File: src/rtl/axi4full_sub_mem_pkg.sv
`default_nettype none
// +----------------------------------------------------------------------+
// | Module  : axi4_sub_pkg                                               |
// | Desc    : Shared types and constants for the AXI4-full subordinate.  |
// | Revision: 1.0 - initial release                                      |
// +----------------------------------------------------------------------+
package axi4_sub_pkg;

   typedef enum logic [1:0] {
      BURST_FIXED = 2'b00,
      BURST_INCR  = 2'b01,
      BURST_WRAP  = 2'b10,
      BURST_RSVD  = 2'b11
   } burst_t;

   localparam logic [1:0] RESP_OKAY   = 2'b00;
   localparam logic [1:0] RESP_SLVERR = 2'b10;

   typedef enum logic [1:0] {
      W_IDLE = 2'd0,
      W_DATA = 2'd1,
      W_RESP = 2'd2
   } wstate_t;

   typedef enum logic [0:0] {
      R_IDLE = 1'b0,
      R_DATA = 1'b1
   } rstate_t;

   function automatic int addr_lsb(input int data_width);
      return $clog2(data_width / 8);
   endfunction

endpackage
`default_nettype wire

File: src/rtl/axi4full_sub_mem_if.sv
`default_nettype none
// +----------------------------------------------------------------------+
// | Module  : axi4full_sub_mem_if                                        |
// | Desc    : AXI4-full bus bundle with manager/subordinate modports.    |
// | Revision: 1.0 - initial release                                      |
// +----------------------------------------------------------------------+
interface axi4full_sub_mem_if #(
   parameter int DATA_WIDTH = 32,
   parameter int ADDR_WIDTH = 6
);
   logic [ADDR_WIDTH-1:0]   S_AXI_AWADDR;
   logic [7:0]              S_AXI_AWLEN;
   logic [1:0]              S_AXI_AWBURST;
   logic [2:0]              S_AXI_AWPROT;
   logic                    S_AXI_AWVALID;
   logic                    S_AXI_AWREADY;
   logic [DATA_WIDTH-1:0]   S_AXI_WDATA;
   logic [DATA_WIDTH/8-1:0] S_AXI_WSTRB;
   logic                    S_AXI_WLAST;
   logic                    S_AXI_WVALID;
   logic                    S_AXI_WREADY;
   logic [1:0]              S_AXI_BRESP;
   logic                    S_AXI_BVALID;
   logic                    S_AXI_BREADY;
   logic [ADDR_WIDTH-1:0]   S_AXI_ARADDR;
   logic [7:0]              S_AXI_ARLEN;
   logic [1:0]              S_AXI_ARBURST;
   logic [2:0]              S_AXI_ARPROT;
   logic                    S_AXI_ARVALID;
   logic                    S_AXI_ARREADY;
   logic [DATA_WIDTH-1:0]   S_AXI_RDATA;
   logic [1:0]              S_AXI_RRESP;
   logic                    S_AXI_RLAST;
   logic                    S_AXI_RVALID;
   logic                    S_AXI_RREADY;

   modport master (
      output S_AXI_AWADDR, S_AXI_AWLEN, S_AXI_AWBURST, S_AXI_AWPROT, S_AXI_AWVALID,
      input  S_AXI_AWREADY,
      output S_AXI_WDATA, S_AXI_WSTRB, S_AXI_WLAST, S_AXI_WVALID,
      input  S_AXI_WREADY,
      input  S_AXI_BRESP, S_AXI_BVALID,
      output S_AXI_BREADY,
      output S_AXI_ARADDR, S_AXI_ARLEN, S_AXI_ARBURST, S_AXI_ARPROT, S_AXI_ARVALID,
      input  S_AXI_ARREADY,
      input  S_AXI_RDATA, S_AXI_RRESP, S_AXI_RLAST, S_AXI_RVALID,
      output S_AXI_RREADY
   );

   modport slave (
      input  S_AXI_AWADDR, S_AXI_AWLEN, S_AXI_AWBURST, S_AXI_AWPROT, S_AXI_AWVALID,
      output S_AXI_AWREADY,
      input  S_AXI_WDATA, S_AXI_WSTRB, S_AXI_WLAST, S_AXI_WVALID,
      output S_AXI_WREADY,
      output S_AXI_BRESP, S_AXI_BVALID,
      input  S_AXI_BREADY,
      input  S_AXI_ARADDR, S_AXI_ARLEN, S_AXI_ARBURST, S_AXI_ARPROT, S_AXI_ARVALID,
      output S_AXI_ARREADY,
      output S_AXI_RDATA, S_AXI_RRESP, S_AXI_RLAST, S_AXI_RVALID,
      input  S_AXI_RREADY
   );
endinterface
`default_nettype wire

File: src/rtl/axi4full_sub_mem_burst_addr.sv
`default_nettype none
// +----------------------------------------------------------------------+
// | Module  : axi4_sub_burst_addr                                        |
// | Desc    : Next word index for a burst beat plus illegal-burst flag.  |
// | Revision: 1.0 - initial release                                      |
// +----------------------------------------------------------------------+
module axi4_sub_burst_addr
   import axi4_sub_pkg::*;
#(
   parameter int IDX_WIDTH = 4
) (
   input  wire logic                 i_load,
   input  wire logic                 i_step,
   input  wire burst_t               i_burst,
   input  wire logic [IDX_WIDTH-1:0] i_load_index,
   input  wire logic [IDX_WIDTH-1:0] i_cur_index,
   output logic      [IDX_WIDTH-1:0] o_next_index,
   output logic                      o_illegal
);
   always_comb begin
      o_next_index = i_cur_index;
      if (i_load) begin
         o_next_index = i_load_index;
      end else if (i_step && (i_burst == BURST_INCR)) begin
         // natural overflow wraps to word 0 at the top of memory
         o_next_index = i_cur_index + IDX_WIDTH'(1);
      end
   end

   assign o_illegal = i_burst[1];
endmodule
`default_nettype wire

File: src/rtl/axi4full_sub_mem.sv
`default_nettype none
// +----------------------------------------------------------------------+
// | Module  : axi4full_sub_mem                                           |
// | Desc    : AXI4-full subordinate over a flop-based register memory.   |
// |           Optional AXI4_SUB_PROT_CHECK_EN guards the upper half.     |
// | Revision: 1.0 - initial release                                      |
// +----------------------------------------------------------------------+
module axi4full_sub_mem
   import axi4_sub_pkg::*;
#(
   parameter int C_S_AXI_DATA_WIDTH = 32,
   parameter int C_S_AXI_ADDR_WIDTH = 6
) (
   input  wire logic         S_AXI_ACLK,
   input  wire logic         S_AXI_ARESETN,
   axi4full_sub_mem_if.slave s_axi
);
   localparam int ADDR_LSB = addr_lsb(C_S_AXI_DATA_WIDTH);
   localparam int IDX_W    = C_S_AXI_ADDR_WIDTH - ADDR_LSB;
   localparam int DEPTH    = 1 << IDX_W;
   localparam int NBYTES   = C_S_AXI_DATA_WIDTH / 8;

   logic [C_S_AXI_DATA_WIDTH-1:0] r_mem [DEPTH];

   wstate_t    r_wstate, w_wstate_nxt;
   logic       r_awready, r_wready, r_bvalid;
   logic [1:0] r_bresp;
   logic [IDX_W-1:0] r_widx, w_widx_nxt;
   logic [7:0] r_wlen, r_wbeat;
   burst_t     r_wburst, w_wburst_sel;
   logic       r_werr, r_wover, r_wlenerr;
   logic       w_aw_hs, w_w_hs, w_wstep, w_wlast_exp, w_wbad, w_wprot;

   rstate_t    r_rstate, w_rstate_nxt;
   logic       r_arready, r_rvalid, r_rlast;
   logic [1:0] r_rresp;
   logic [C_S_AXI_DATA_WIDTH-1:0] r_rdata;
   logic [IDX_W-1:0] r_ridx, w_ridx_nxt;
   logic [7:0] r_rlen, r_rbeat;
   burst_t     r_rburst, w_rburst_sel;
   logic       r_rerr, w_rerr_sel;
   logic       w_ar_hs, w_r_hs, w_rstep, w_rbad, w_rprot;

`ifdef AXI4_SUB_PROT_CHECK_EN
   assign w_wprot = !s_axi.S_AXI_AWPROT[0] && s_axi.S_AXI_AWADDR[C_S_AXI_ADDR_WIDTH-1];
   assign w_rprot = !s_axi.S_AXI_ARPROT[0] && s_axi.S_AXI_ARADDR[C_S_AXI_ADDR_WIDTH-1];
   wire w_unused_prot = ^{s_axi.S_AXI_AWPROT[2:1], s_axi.S_AXI_ARPROT[2:1]};
`else
   assign w_wprot = 1'b0;
   assign w_rprot = 1'b0;
   wire w_unused_prot = ^{s_axi.S_AXI_AWPROT, s_axi.S_AXI_ARPROT};
`endif
   wire w_unused_addr = ^{s_axi.S_AXI_AWADDR[ADDR_LSB-1:0], s_axi.S_AXI_ARADDR[ADDR_LSB-1:0]};

   // ---------------- write path ----------------
   assign w_aw_hs      = s_axi.S_AXI_AWVALID && r_awready;
   assign w_w_hs       = s_axi.S_AXI_WVALID && r_wready;
   assign w_wstep      = w_w_hs && !r_wover;
   assign w_wlast_exp  = !r_wover && (r_wbeat == r_wlen);
   assign w_wburst_sel = w_aw_hs ? burst_t'(s_axi.S_AXI_AWBURST) : r_wburst;

   axi4_sub_burst_addr #(.IDX_WIDTH(IDX_W)) u_waddr (
      .i_load       (w_aw_hs),
      .i_step       (w_wstep),
      .i_burst      (w_wburst_sel),
      .i_load_index (s_axi.S_AXI_AWADDR[C_S_AXI_ADDR_WIDTH-1:ADDR_LSB]),
      .i_cur_index  (r_widx),
      .o_next_index (w_widx_nxt),
      .o_illegal    (w_wbad)
   );

   always_comb begin
      w_wstate_nxt = r_wstate;
      case (r_wstate)
         W_IDLE:  if (w_aw_hs) w_wstate_nxt = W_DATA;
         W_DATA:  if (w_w_hs && s_axi.S_AXI_WLAST) w_wstate_nxt = W_RESP;
         W_RESP:  if (r_bvalid && s_axi.S_AXI_BREADY) w_wstate_nxt = W_IDLE;
         default: w_wstate_nxt = W_IDLE;
      endcase
   end

   always_ff @(posedge S_AXI_ACLK or negedge S_AXI_ARESETN) begin
      if (!S_AXI_ARESETN) begin
         r_wstate  <= W_IDLE;
         r_awready <= 1'b0;
         r_wready  <= 1'b0;
         r_bvalid  <= 1'b0;
         r_bresp   <= RESP_OKAY;
         r_widx    <= '0;
         r_wlen    <= '0;
         r_wbeat   <= '0;
         r_wburst  <= BURST_FIXED;
         r_werr    <= 1'b0;
         r_wover   <= 1'b0;
         r_wlenerr <= 1'b0;
      end else begin
         r_wstate  <= w_wstate_nxt;
         r_awready <= (w_wstate_nxt == W_IDLE);
         r_wready  <= (w_wstate_nxt == W_DATA);
         r_bvalid  <= (w_wstate_nxt == W_RESP);
         r_widx    <= w_widx_nxt;
         if (w_aw_hs) begin
            r_wlen    <= s_axi.S_AXI_AWLEN;
            r_wburst  <= burst_t'(s_axi.S_AXI_AWBURST);
            r_wbeat   <= '0;
            r_werr    <= w_wbad || w_wprot;
            r_wover   <= 1'b0;
            r_wlenerr <= 1'b0;
         end else if (w_w_hs) begin
            if (!r_wover) r_wbeat <= r_wbeat + 8'd1;
            // beat AWLEN without WLAST: flag it and swallow the surplus beats
            if (w_wlast_exp && !s_axi.S_AXI_WLAST) begin
               r_wover   <= 1'b1;
               r_wlenerr <= 1'b1;
            end
         end
         if (w_w_hs && s_axi.S_AXI_WLAST)
            r_bresp <= (r_werr || r_wlenerr || !w_wlast_exp) ? RESP_SLVERR : RESP_OKAY;
         else if (r_bvalid && s_axi.S_AXI_BREADY)
            r_bresp <= RESP_OKAY;
      end
   end

   always_ff @(posedge S_AXI_ACLK or negedge S_AXI_ARESETN) begin
      if (!S_AXI_ARESETN) begin
         for (int i = 0; i < DEPTH; i++) r_mem[i] <= '0;
      end else if (w_wstep && !r_werr) begin
         for (int b = 0; b < NBYTES; b++)
            if (s_axi.S_AXI_WSTRB[b]) r_mem[r_widx][b*8 +: 8] <= s_axi.S_AXI_WDATA[b*8 +: 8];
      end
   end

   // ---------------- read path ----------------
   assign w_ar_hs      = s_axi.S_AXI_ARVALID && r_arready;
   assign w_r_hs       = r_rvalid && s_axi.S_AXI_RREADY;
   assign w_rstep      = w_r_hs && !r_rlast;
   assign w_rburst_sel = w_ar_hs ? burst_t'(s_axi.S_AXI_ARBURST) : r_rburst;
   assign w_rerr_sel   = w_ar_hs ? (w_rbad || w_rprot) : r_rerr;

   axi4_sub_burst_addr #(.IDX_WIDTH(IDX_W)) u_raddr (
      .i_load       (w_ar_hs),
      .i_step       (w_rstep),
      .i_burst      (w_rburst_sel),
      .i_load_index (s_axi.S_AXI_ARADDR[C_S_AXI_ADDR_WIDTH-1:ADDR_LSB]),
      .i_cur_index  (r_ridx),
      .o_next_index (w_ridx_nxt),
      .o_illegal    (w_rbad)
   );

   always_comb begin
      w_rstate_nxt = r_rstate;
      if (r_rstate == R_IDLE) begin
         if (w_ar_hs) w_rstate_nxt = R_DATA;
      end else begin
         if (w_r_hs && r_rlast) w_rstate_nxt = R_IDLE;
      end
   end

   always_ff @(posedge S_AXI_ACLK or negedge S_AXI_ARESETN) begin
      if (!S_AXI_ARESETN) begin
         r_rstate  <= R_IDLE;
         r_arready <= 1'b0;
         r_rvalid  <= 1'b0;
         r_rlast   <= 1'b0;
         r_rresp   <= RESP_OKAY;
         r_rdata   <= '0;
         r_ridx    <= '0;
         r_rlen    <= '0;
         r_rbeat   <= '0;
         r_rburst  <= BURST_FIXED;
         r_rerr    <= 1'b0;
      end else begin
         r_rstate  <= w_rstate_nxt;
         r_arready <= (w_rstate_nxt == R_IDLE);
         r_rvalid  <= (w_rstate_nxt == R_DATA);
         r_ridx    <= w_ridx_nxt;
         if (w_ar_hs) begin
            r_rlen   <= s_axi.S_AXI_ARLEN;
            r_rburst <= burst_t'(s_axi.S_AXI_ARBURST);
            r_rbeat  <= '0;
            r_rerr   <= w_rerr_sel;
         end else if (w_rstep) begin
            r_rbeat  <= r_rbeat + 8'd1;
         end
         // memory is sampled before any same-cycle write lands, so reads see old data
         if (w_ar_hs || w_rstep) begin
            r_rdata <= w_rerr_sel ? '0 : r_mem[w_ridx_nxt];
            r_rresp <= w_rerr_sel ? RESP_SLVERR : RESP_OKAY;
            r_rlast <= w_ar_hs ? (s_axi.S_AXI_ARLEN == 8'd0) : ((r_rbeat + 8'd1) == r_rlen);
         end else if (w_r_hs) begin
            r_rdata <= '0;
            r_rresp <= RESP_OKAY;
            r_rlast <= 1'b0;
         end
      end
   end

   assign s_axi.S_AXI_AWREADY = r_awready;
   assign s_axi.S_AXI_WREADY  = r_wready;
   assign s_axi.S_AXI_BVALID  = r_bvalid;
   assign s_axi.S_AXI_BRESP   = r_bresp;
   assign s_axi.S_AXI_ARREADY = r_arready;
   assign s_axi.S_AXI_RVALID  = r_rvalid;
   assign s_axi.S_AXI_RDATA   = r_rdata;
   assign s_axi.S_AXI_RRESP   = r_rresp;
   assign s_axi.S_AXI_RLAST   = r_rlast;
endmodule
`default_nettype wire
File: src/flat_wrapper.sv
// flat-port wrapper written by rule: the top's interface ports become plain ports
module axi4full_sub_mem_flat import axi4_sub_pkg::*;
#(
   parameter int C_S_AXI_DATA_WIDTH = 32,
   parameter int C_S_AXI_ADDR_WIDTH = 6
)
  (S_AXI_ACLK, S_AXI_ARESETN, s_axi_S_AXI_AWADDR, s_axi_S_AXI_AWLEN, s_axi_S_AXI_AWBURST, s_axi_S_AXI_AWPROT, s_axi_S_AXI_AWVALID, s_axi_S_AXI_AWREADY, s_axi_S_AXI_WDATA, s_axi_S_AXI_WSTRB, s_axi_S_AXI_WLAST, s_axi_S_AXI_WVALID, s_axi_S_AXI_WREADY, s_axi_S_AXI_BRESP, s_axi_S_AXI_BVALID, s_axi_S_AXI_BREADY, s_axi_S_AXI_ARADDR, s_axi_S_AXI_ARLEN, s_axi_S_AXI_ARBURST, s_axi_S_AXI_ARPROT, s_axi_S_AXI_ARVALID, s_axi_S_AXI_ARREADY, s_axi_S_AXI_RDATA, s_axi_S_AXI_RRESP, s_axi_S_AXI_RLAST, s_axi_S_AXI_RVALID, s_axi_S_AXI_RREADY);
  axi4full_sub_mem_if s_axi_i ();
  input  wire logic S_AXI_ACLK;
  input  wire logic S_AXI_ARESETN;
  input wire logic [$bits(s_axi_i.S_AXI_AWADDR)-1:0] s_axi_S_AXI_AWADDR;
  input wire logic [$bits(s_axi_i.S_AXI_AWLEN)-1:0] s_axi_S_AXI_AWLEN;
  input wire logic [$bits(s_axi_i.S_AXI_AWBURST)-1:0] s_axi_S_AXI_AWBURST;
  input wire logic [$bits(s_axi_i.S_AXI_AWPROT)-1:0] s_axi_S_AXI_AWPROT;
  input wire logic [$bits(s_axi_i.S_AXI_AWVALID)-1:0] s_axi_S_AXI_AWVALID;
  output wire logic [$bits(s_axi_i.S_AXI_AWREADY)-1:0] s_axi_S_AXI_AWREADY;
  input wire logic [$bits(s_axi_i.S_AXI_WDATA)-1:0] s_axi_S_AXI_WDATA;
  input wire logic [$bits(s_axi_i.S_AXI_WSTRB)-1:0] s_axi_S_AXI_WSTRB;
  input wire logic [$bits(s_axi_i.S_AXI_WLAST)-1:0] s_axi_S_AXI_WLAST;
  input wire logic [$bits(s_axi_i.S_AXI_WVALID)-1:0] s_axi_S_AXI_WVALID;
  output wire logic [$bits(s_axi_i.S_AXI_WREADY)-1:0] s_axi_S_AXI_WREADY;
  output wire logic [$bits(s_axi_i.S_AXI_BRESP)-1:0] s_axi_S_AXI_BRESP;
  output wire logic [$bits(s_axi_i.S_AXI_BVALID)-1:0] s_axi_S_AXI_BVALID;
  input wire logic [$bits(s_axi_i.S_AXI_BREADY)-1:0] s_axi_S_AXI_BREADY;
  input wire logic [$bits(s_axi_i.S_AXI_ARADDR)-1:0] s_axi_S_AXI_ARADDR;
  input wire logic [$bits(s_axi_i.S_AXI_ARLEN)-1:0] s_axi_S_AXI_ARLEN;
  input wire logic [$bits(s_axi_i.S_AXI_ARBURST)-1:0] s_axi_S_AXI_ARBURST;
  input wire logic [$bits(s_axi_i.S_AXI_ARPROT)-1:0] s_axi_S_AXI_ARPROT;
  input wire logic [$bits(s_axi_i.S_AXI_ARVALID)-1:0] s_axi_S_AXI_ARVALID;
  output wire logic [$bits(s_axi_i.S_AXI_ARREADY)-1:0] s_axi_S_AXI_ARREADY;
  output wire logic [$bits(s_axi_i.S_AXI_RDATA)-1:0] s_axi_S_AXI_RDATA;
  output wire logic [$bits(s_axi_i.S_AXI_RRESP)-1:0] s_axi_S_AXI_RRESP;
  output wire logic [$bits(s_axi_i.S_AXI_RLAST)-1:0] s_axi_S_AXI_RLAST;
  output wire logic [$bits(s_axi_i.S_AXI_RVALID)-1:0] s_axi_S_AXI_RVALID;
  input wire logic [$bits(s_axi_i.S_AXI_RREADY)-1:0] s_axi_S_AXI_RREADY;
  assign s_axi_i.S_AXI_AWADDR = s_axi_S_AXI_AWADDR;
  assign s_axi_i.S_AXI_AWLEN = s_axi_S_AXI_AWLEN;
  assign s_axi_i.S_AXI_AWBURST = s_axi_S_AXI_AWBURST;
  assign s_axi_i.S_AXI_AWPROT = s_axi_S_AXI_AWPROT;
  assign s_axi_i.S_AXI_AWVALID = s_axi_S_AXI_AWVALID;
  assign s_axi_S_AXI_AWREADY = s_axi_i.S_AXI_AWREADY;
  assign s_axi_i.S_AXI_WDATA = s_axi_S_AXI_WDATA;
  assign s_axi_i.S_AXI_WSTRB = s_axi_S_AXI_WSTRB;
  assign s_axi_i.S_AXI_WLAST = s_axi_S_AXI_WLAST;
  assign s_axi_i.S_AXI_WVALID = s_axi_S_AXI_WVALID;
  assign s_axi_S_AXI_WREADY = s_axi_i.S_AXI_WREADY;
  assign s_axi_S_AXI_BRESP = s_axi_i.S_AXI_BRESP;
  assign s_axi_S_AXI_BVALID = s_axi_i.S_AXI_BVALID;
  assign s_axi_i.S_AXI_BREADY = s_axi_S_AXI_BREADY;
  assign s_axi_i.S_AXI_ARADDR = s_axi_S_AXI_ARADDR;
  assign s_axi_i.S_AXI_ARLEN = s_axi_S_AXI_ARLEN;
  assign s_axi_i.S_AXI_ARBURST = s_axi_S_AXI_ARBURST;
  assign s_axi_i.S_AXI_ARPROT = s_axi_S_AXI_ARPROT;
  assign s_axi_i.S_AXI_ARVALID = s_axi_S_AXI_ARVALID;
  assign s_axi_S_AXI_ARREADY = s_axi_i.S_AXI_ARREADY;
  assign s_axi_S_AXI_RDATA = s_axi_i.S_AXI_RDATA;
  assign s_axi_S_AXI_RRESP = s_axi_i.S_AXI_RRESP;
  assign s_axi_S_AXI_RLAST = s_axi_i.S_AXI_RLAST;
  assign s_axi_S_AXI_RVALID = s_axi_i.S_AXI_RVALID;
  assign s_axi_i.S_AXI_RREADY = s_axi_S_AXI_RREADY;
  axi4full_sub_mem #(.C_S_AXI_DATA_WIDTH(C_S_AXI_DATA_WIDTH), .C_S_AXI_ADDR_WIDTH(C_S_AXI_ADDR_WIDTH)) u_core (.S_AXI_ACLK(S_AXI_ACLK), .S_AXI_ARESETN(S_AXI_ARESETN), .s_axi(s_axi_i));
endmodule
File: config.mk
export PLATFORM = sky130hd
export DESIGN_NAME = axi4full_sub_mem_flat
export DESIGN_NICKNAME = d
export VERILOG_FILES = /design/src/rtl/axi4full_sub_mem_pkg.sv /design/src/rtl/axi4full_sub_mem_if.sv /design/src/rtl/axi4full_sub_mem_burst_addr.sv /design/src/rtl/axi4full_sub_mem.sv /design/src/flat_wrapper.sv
export SDC_FILE = /design/constraint.sdc
export NUM_CORES = 1
export LEC_CHECK = 0
export ABC_CLOCK_PERIOD_IN_PS = 8200
export BUFFER_PORTS_ARGS = -buffer_cell sky130_fd_sc_hd__buf_4
export CELL_PAD_IN_SITES_DETAIL_PLACEMENT = 0
export CELL_PAD_IN_SITES_GLOBAL_PLACEMENT = 1
export CORE_UTILIZATION = 40
export CTS_CLUSTER_SIZE = 30
export DETAILED_ROUTE_END_ITERATION = 7
export PLACE_DENSITY_LB_ADDON = 0.15
export SETUP_SLACK_MARGIN = 0.15
export SKIP_CTS_REPAIR_TIMING = 1
export SLEW_MARGIN = 20
export SYNTH_ARGS = -nofsm -noshare
export SYNTH_HDL_FRONTEND = slang
export SYNTH_HIERARCHICAL = 1
export SYNTH_SLANG_ARGS = --single-unit
File: constraint.sdc
create_clock -name S_AXI_ACLK -period 8.2 [get_ports S_AXI_ACLK]
set_input_delay 1.23 -clock S_AXI_ACLK [delete_from_list [all_inputs] [get_ports S_AXI_ACLK]]
set_output_delay 1.23 -clock S_AXI_ACLK [all_outputs]
set_load 0.01 [all_outputs]
* Word-level counts from Yosys, hierarchy flattened
Index checks and enable logic that the tools add are counted.
** Cells by class
- Mux-type cells :: 56
- Reduce and logical (&&, ||, !) cells :: 34
- $lt $le $gt $ge :: 3
- Add/sub/neg operators :: 4
- Bitwise operators :: 3
- Eq/ne operators :: 9
** Operators by type and width (count)
- 512-bit two-way mux :: 7
- 512-bit bitwise mux :: 4
- 32-bit demux with 4-bit select :: 4
- 32-bit two-way mux :: 6
- 32-bit binary-select mux with 4-bit select :: 1
- 8-bit two-way mux :: 6
- 24-bit two-way mux :: 1
- 2-bit two-way mux :: 11
- 8-bit by 1-bit adder with 8-bit output, second input constant :: 2
- 8-bit == test :: 2
- 16-bit two-way mux :: 1
- 4-bit two-way mux :: 4
- 1-bit logical AND :: 15
- 2-bit nonzero test :: 6
- 5-bit >= comparator, second input constant :: 2
- 1-bit two-way mux :: 10
- 4-bit NOT with 5-bit output :: 2
- 4-bit by 1-bit adder with 4-bit output, second input constant :: 2
- 2-bit by 1-bit == test with 1-bit output, second input constant :: 4
- 8-bit logical NOT :: 1
- 2-bit one-hot mux with 3 select lines :: 1
- 1-bit logical NOT :: 5
- 5-bit by 1-bit less-than comparator with 1-bit output, second input constant :: 1
- 2-bit == test, second input constant :: 2
- 5 further kinds :: 9
** Storage, ports and cells
- Output and inout port bits :: 42
- Logic and storage cells :: 146
- Flip-flop bits (word level) :: 603
- Bits of input ports :: 82

* Logic depth before layout (Yosys ltp)
- Depth in word-level cells :: 16
- Depth in mapped cells :: 15
- Mapped depth without buffers :: 12

* By module
The synthesis kept the hierarchy.
** By module, submodules not included
- axi4full_sub_mem :: cells each 1737, times used 1, seq. area each 15039.4 um^2, area an instance 26713.1 um^2
- axi4_sub_burst_addr :: cells each 19, times used 2, seq. area each 0.0 um^2, area an instance 135.1 um^2

* Worst setup path after synthesis
OpenSTA, ideal clock, no wires.
- Path type :: input to register
- From :: input port s_axi_S_AXI_ARVALID
- To :: register u_core.r_rdata[19], in the netlist u_core/s_axi.S_AXI_RDATA[19]
- Required time :: 8.082 ns
- Buffers on the path :: 4
- Setup slack :: 3.970 ns
- Cell stages on the path :: 14
- Setup time :: 0.118 ns
- Arrival time :: 4.112 ns
- Path through :: nand2_1 -> inv_1 -> buf_1 -> nand2_1 -> nand2_1 -> nand3b_4 -> or4_1 -> nand3_1 -> buf_2 -> buf_2 -> clkbuf_1 -> mux2i_1 -> o22ai_1 -> a21o_1
** Between the ends
- Cells in the longest elaborated chain, start to end :: 12
- Elaborated cells between the ends (all ways) :: 15
- Classes of those cells :: 1 x eq/ne; 9 x mux; 1 x bitwise; 4 x reduce/logical
** RTL lines
- start: declaration :: RTL line flat_wrapper.sv:29 : input wire logic [$bits(s_axi_i.S_AXI_ARVALID)-1:0] s_axi_S_AXI_ARVALID;
- 1-bit logical AND :: RTL line axi4full_sub_mem.sv:134 : assign w_ar_hs = s_axi.S_AXI_ARVALID && r_arready;
- net u_core.w_ar_hs :: RTL line axi4full_sub_mem.sv:42 : logic w_ar_hs, w_r_hs, w_rstep, w_rbad, w_rprot;
- 2-bit two-way mux :: RTL line axi4full_sub_mem.sv:137 : assign w_rburst_sel = w_ar_hs ? burst_t'(s_axi.S_AXI_ARBURST) : r_rburst;
- net u_core.w_rburst_sel[0] :: RTL line axi4full_sub_mem.sv:40 : burst_t r_rburst, w_rburst_sel;
- 2-bit by 1-bit == test with 1-bit output :: RTL line axi4full_sub_mem_burst_addr.sv:24 : end else if (i_step && (i_burst == BURST_INCR)) begin
- 1-bit logical AND :: RTL line axi4full_sub_mem_burst_addr.sv:24
- 4-bit two-way mux :: RTL line axi4full_sub_mem_burst_addr.sv:24
- 4-bit two-way mux :: RTL line axi4full_sub_mem_burst_addr.sv:22 : if (i_load) begin
- net u_core.w_ridx_nxt[3] :: RTL line axi4full_sub_mem.sv:38 : logic [IDX_W-1:0] r_ridx, w_ridx_nxt;
- 4-bit NOT with 5-bit output (implied by the code) :: RTL line axi4full_sub_mem.sv:187 : r_rdata <= w_rerr_sel ? '0 : r_mem[w_ridx_nxt];
- 32-bit binary-select mux with 4-bit select :: RTL line axi4full_sub_mem.sv:187
- 32-bit two-way mux (implied by the code) (2 in series) :: RTL line axi4full_sub_mem.sv:187
- 32-bit two-way mux :: RTL line axi4full_sub_mem.sv:187
- 32-bit two-way mux :: RTL line axi4full_sub_mem.sv:186 : if (w_ar_hs || w_rstep) begin
- end signal: assignment :: RTL line axi4full_sub_mem.sv:187
- end: declaration :: RTL line axi4full_sub_mem.sv:37 : logic [C_S_AXI_DATA_WIDTH-1:0] r_rdata;
The timed path passes the listed nets, and every way through them passes these cells. The select of a mux whose other input is x is not followed.
A chain may end at the register's enable or synchronous reset.

* Final worst setup path
- From :: input port s_axi_S_AXI_ARVALID
- To :: register u_core.r_rdata[31], in the netlist u_core/s_axi.S_AXI_RDATA[31]
** Between the ends
- Cells in the longest elaborated chain, start to end :: 12
- Elaborated cells between the ends (all ways) :: 15
- Classes of those cells :: 1 x eq/ne; 9 x mux; 1 x bitwise; 4 x reduce/logical
** RTL lines (RTL line)
- 1-bit logical AND :: axi4full_sub_mem.sv:134
- 2-bit two-way mux :: axi4full_sub_mem.sv:137
- net u_core.w_rburst_sel[1] :: axi4full_sub_mem.sv:40
- 2-bit by 1-bit == test with 1-bit output :: axi4full_sub_mem_burst_addr.sv:24
- 1-bit logical AND :: axi4full_sub_mem_burst_addr.sv:24
- 4-bit two-way mux :: axi4full_sub_mem_burst_addr.sv:24
- 4-bit two-way mux :: axi4full_sub_mem_burst_addr.sv:22
- net u_core.w_ridx_nxt[1] :: axi4full_sub_mem.sv:38
- 4-bit NOT with 5-bit output (implied by the code) :: axi4full_sub_mem.sv:187
- 32-bit binary-select mux with 4-bit select :: axi4full_sub_mem.sv:187
- 32-bit two-way mux (implied by the code) (2 in series) :: axi4full_sub_mem.sv:187
- 32-bit two-way mux :: axi4full_sub_mem.sv:187
- 32-bit two-way mux :: axi4full_sub_mem.sv:186
The timed path passes the listed nets, and every way through them passes these cells. The select of a mux whose other input is x is not followed.

==> flow_metrics.tcl <==
set metrics [dict create \
    syn-instance-count 1775 \
    path_class "in -> reg" \
    gp_congestion 0.734 \
    max_freq_mhz 223 \
    portBuffers 111 \
    final_area_um2 31000 \
    via_per_inst 5.47 \
    powerDensity_nw_per_um2 376 \
    drv_cap 0 \
    cts_root_buf "clkbuf_16" \
    setup_viol 0 \
    clock-sinks 601 \
    crit_path_top_delay_cell "o21ai_4" \
    total_power_uw 11700 \
    syn-cell-area_um2 27000 \
    hold_path.class "reg -> reg" \
    cp_slowest_stage_delay_ns 0.72 \
    startpoint_type "input pin" \
    switching_share_pct 30.5 \
    fin_cells 2793 \
    area_delta_synth_final_pct 14.9 \
    grt_pass1_vias 16400 \
    multi_input_area_um2 11500 \
    route.met3.wl_um 2590 \
    dieWidth_um 262 \
    tightestPinTransition_ns 1.04 \
    clock_skew_ns 0.0253 \
    ys_warn_count 6 \
    slew_headroom_pct 30.7 \
    place_area_um2 28800 \
    worstPathRequired_ns 8.68 \
    seqPwrFrac_pct 39.9 \
    num_vias 15300 \
    cpMostUsedCell "nand2_1" \
    grt_usage_pct 19.1 \
    clkTransAtPathRegs_ns 0.06 \
    intPower_uw 8110 \
    dp.cells 2675 \
    final_nets 1968 \
    clockPowerShare_pct 26.0 \
    grt_pass1_wl_um 99300 \
    synth_cell_type_count 45 \
    numCtsBuffers 69 \
    met1_length_um 29000 \
    clock_latency_ns 0.59 \
    die_area_um2 68500 \
    firstDrtPassIters 5 \
    ys_seq_elements 601 \
    seq_area_um2 15000 \
    postRouteAntennaNets 0 \
    p_comb_share_pct 34.1 \
    critPathArrivalTime_ns 4.96 \
    drive_gt1_share_pct 47.1 \
    crit_path_end_kind "flop" \
    drc_errors 0 \
    clock_tree.buffer_depth 3 \
    hold_viol 0 \
    overflow 0 \
    avgSynthCellArea_um2 15.2 \
    tritoncts "built" \
    final_common_cell "dfrtp_1" \
    p_leak_uw 0.0149 \
    nFillCells 5781 \
    core_area_um2 66200 \
    synthArstFlopShare_pct 100 \
    io_pins 124 \
    dp_hpwl_um 38800 \
    synth_ff_type "dfrtp_1" \
    start_util_pct 40.8 \
    num_rows 94 \
    min_period_ns 4.48 \
    synth_edf_count 0 \
    rsz0062_at_grt "false" \
    cts.htree.levels 3 \
    wirelength_um 63000 \
    timing.hold.ws_ns 0.475 \
    antenna_found_initial 2 \
    wl_met2_um 30000 \
    drv_slew 0 \
    grt_max_degree 164 \
    path_cells "buf_4 -> nand2_1 -> inv_1 -> nand2_1 -> nand2_1 -> nand3b_4 -> mux2i_1 -> o21ai_4 -> buf_12 -> mux4_2 -> mux2i_1 -> a21oi_1 -> a22o_1" \
    peakVddDrop_mv 0.289 \
    drt_iter0_drc 925 \
    period_share_pct 54.7 \
    setup-tns-final_ns 0 \
    highest_layer "met4" \
    p_sw_uw 3550 \
    worst-path-max-fanout 38 \
    yosysSeqAreaShare_pct 55.7 \
    die_y_um 262 \
    wl_per_cell_um 22.5 \
    layout_common_cells "601 x dfrtp_1, 512 x mux2_2, 128 x mux4_2" \
    status "completed" \
]
## logic make-up (layout without fill, tap and decap cells)
| group | Yosys count | count (layout) | share of synthesized area (%) |
|---|---|---|---|
| AND/OR/NAND/NOR | 221 | 221 | 4.01 |
| adder cells (fa/ha/maj) | 4 | 4 | 0.185 |
| XOR/XNOR | 35 | 35 | 1.14 |
| AO/OA/AOI/OAI | 102 | 102 | 2.54 |
| other | 1 | 3 | 0.0139 |
| flip-flops | 601 | 601 | 55.7 |
| multiplexers | 710 | 710 | 34.7 |
| buffers and inverters | 101 | 253 | 1.68 |
## power groups by stage
stage	clock network, uW	logic (uW)	registers, uW
2_1_floorplan	0	3080	4520
3_3_place_gp	0	4000	4620
3_5_place_dp	0	4060	4700
4_1_cts	3140	4070	4650
5_1_grt	3270	4320	4800
6_report	3030	3980	4650
## stage by stage
step	util, %	setup slack, ns
after floorplan	-	3.97
after global placement	43.4	3.03
after detailed placement	43.4	3.01
after CTS	46.8	3.65
after global routing	46.8	3.34
final	46.8	3.72
## worst paths after layout
check | end | slack [ns] | depth (start not counted) | startpoint
min in group asynchronous | u_core/r_mem[453] | 0.69 | 1 | S_AXI_ARESETN
max reg2reg | u_core/s_axi.S_AXI_RDATA[31] | 4.07 | 12 | u_core/s_axi.S_AXI_ARREADY
max | u_core/s_axi.S_AXI_RDATA[31] | 3.72 | 13 | s_axi_S_AXI_ARVALID
min | u_core/s_axi.S_AXI_RDATA[13] | 0.48 | 1 | u_core/s_axi.S_AXI_RDATA[13]
max in group asynchronous | u_core/r_mem[274] | 6.00 | 2 | S_AXI_ARESETN
min reg2reg | u_core/s_axi.S_AXI_RDATA[13] | 0.48 | 1 | u_core/s_axi.S_AXI_RDATA[13]
## sequential cells by signal (all words and copies together) (netlist names), 2 cells and up
| register | cells |
|---|---|
| u_core/r_rbeat | 8 |
| u_core/r_ridx | 4 |
| u_core/r_widx | 4 |
| u_core/r_wlen | 8 |
| u_core/r_wstate | 2 |
| u_core/r_rlen | 8 |
| u_core/r_wburst | 2 |
| u_core/r_rburst | 2 |
| u_core/r_wbeat | 8 |
| u_core/r_mem | 512 |
| u_core/s_axi.S_AXI_RDATA | 32 |
## layer usage
layer  global-route usage, %  up-vias
li1                        -     6798
met1                    26.5     8123
met2                    30.8      274
met3                    3.40       84
met4                    5.72        0
met5                       0        -
## area by class of cell
type / instances / area share (%)
Antenna cell: 1 / 0.00807
Clock buffer: 106 / 6.81
Clock inverter: 11 / 0.436
Inverter: 3 / 0.0363
Multi-Input combinational cell: 1074 / 37.2
Sequential cell: 601 / 48.5
Tap cell: 864 / 3.49
Timing Repair Buffer: 133 / 3.53
## Yosys cell counts, types with 15 or more instances
| cell | number | area share, % |
|---|---|---|
| mux2i_1 | 59 | 2.2 |
| a21o_1 | 24 | 0.67 |
| o21ai_0 | 15 | 0.28 |
| nor2_1 | 31 | 0.43 |
| buf_2 | 27 | 0.50 |
| mux2_2 | 512 | 21 |
| o22ai_1 | 24 | 0.56 |
| clkbuf_1 | 55 | 0.77 |
| xor2_1 | 24 | 0.78 |
| nand2_1 | 99 | 1.4 |
| nand2_2 | 26 | 0.60 |
| mux4_2 | 128 | 11 |
| dfrtp_1 | 601 | 56 |
## worst max-delay path: cells and delay by family
family | cells | cell delay, ns
buffers and inverters | 3 | 0.76
multiplexers | 3 | 0.92
AND/OR/NAND/NOR | 4 | 0.84
AO/OA/AOI/OAI | 3 | 1.14
Power figures use the tool's default switching activity.
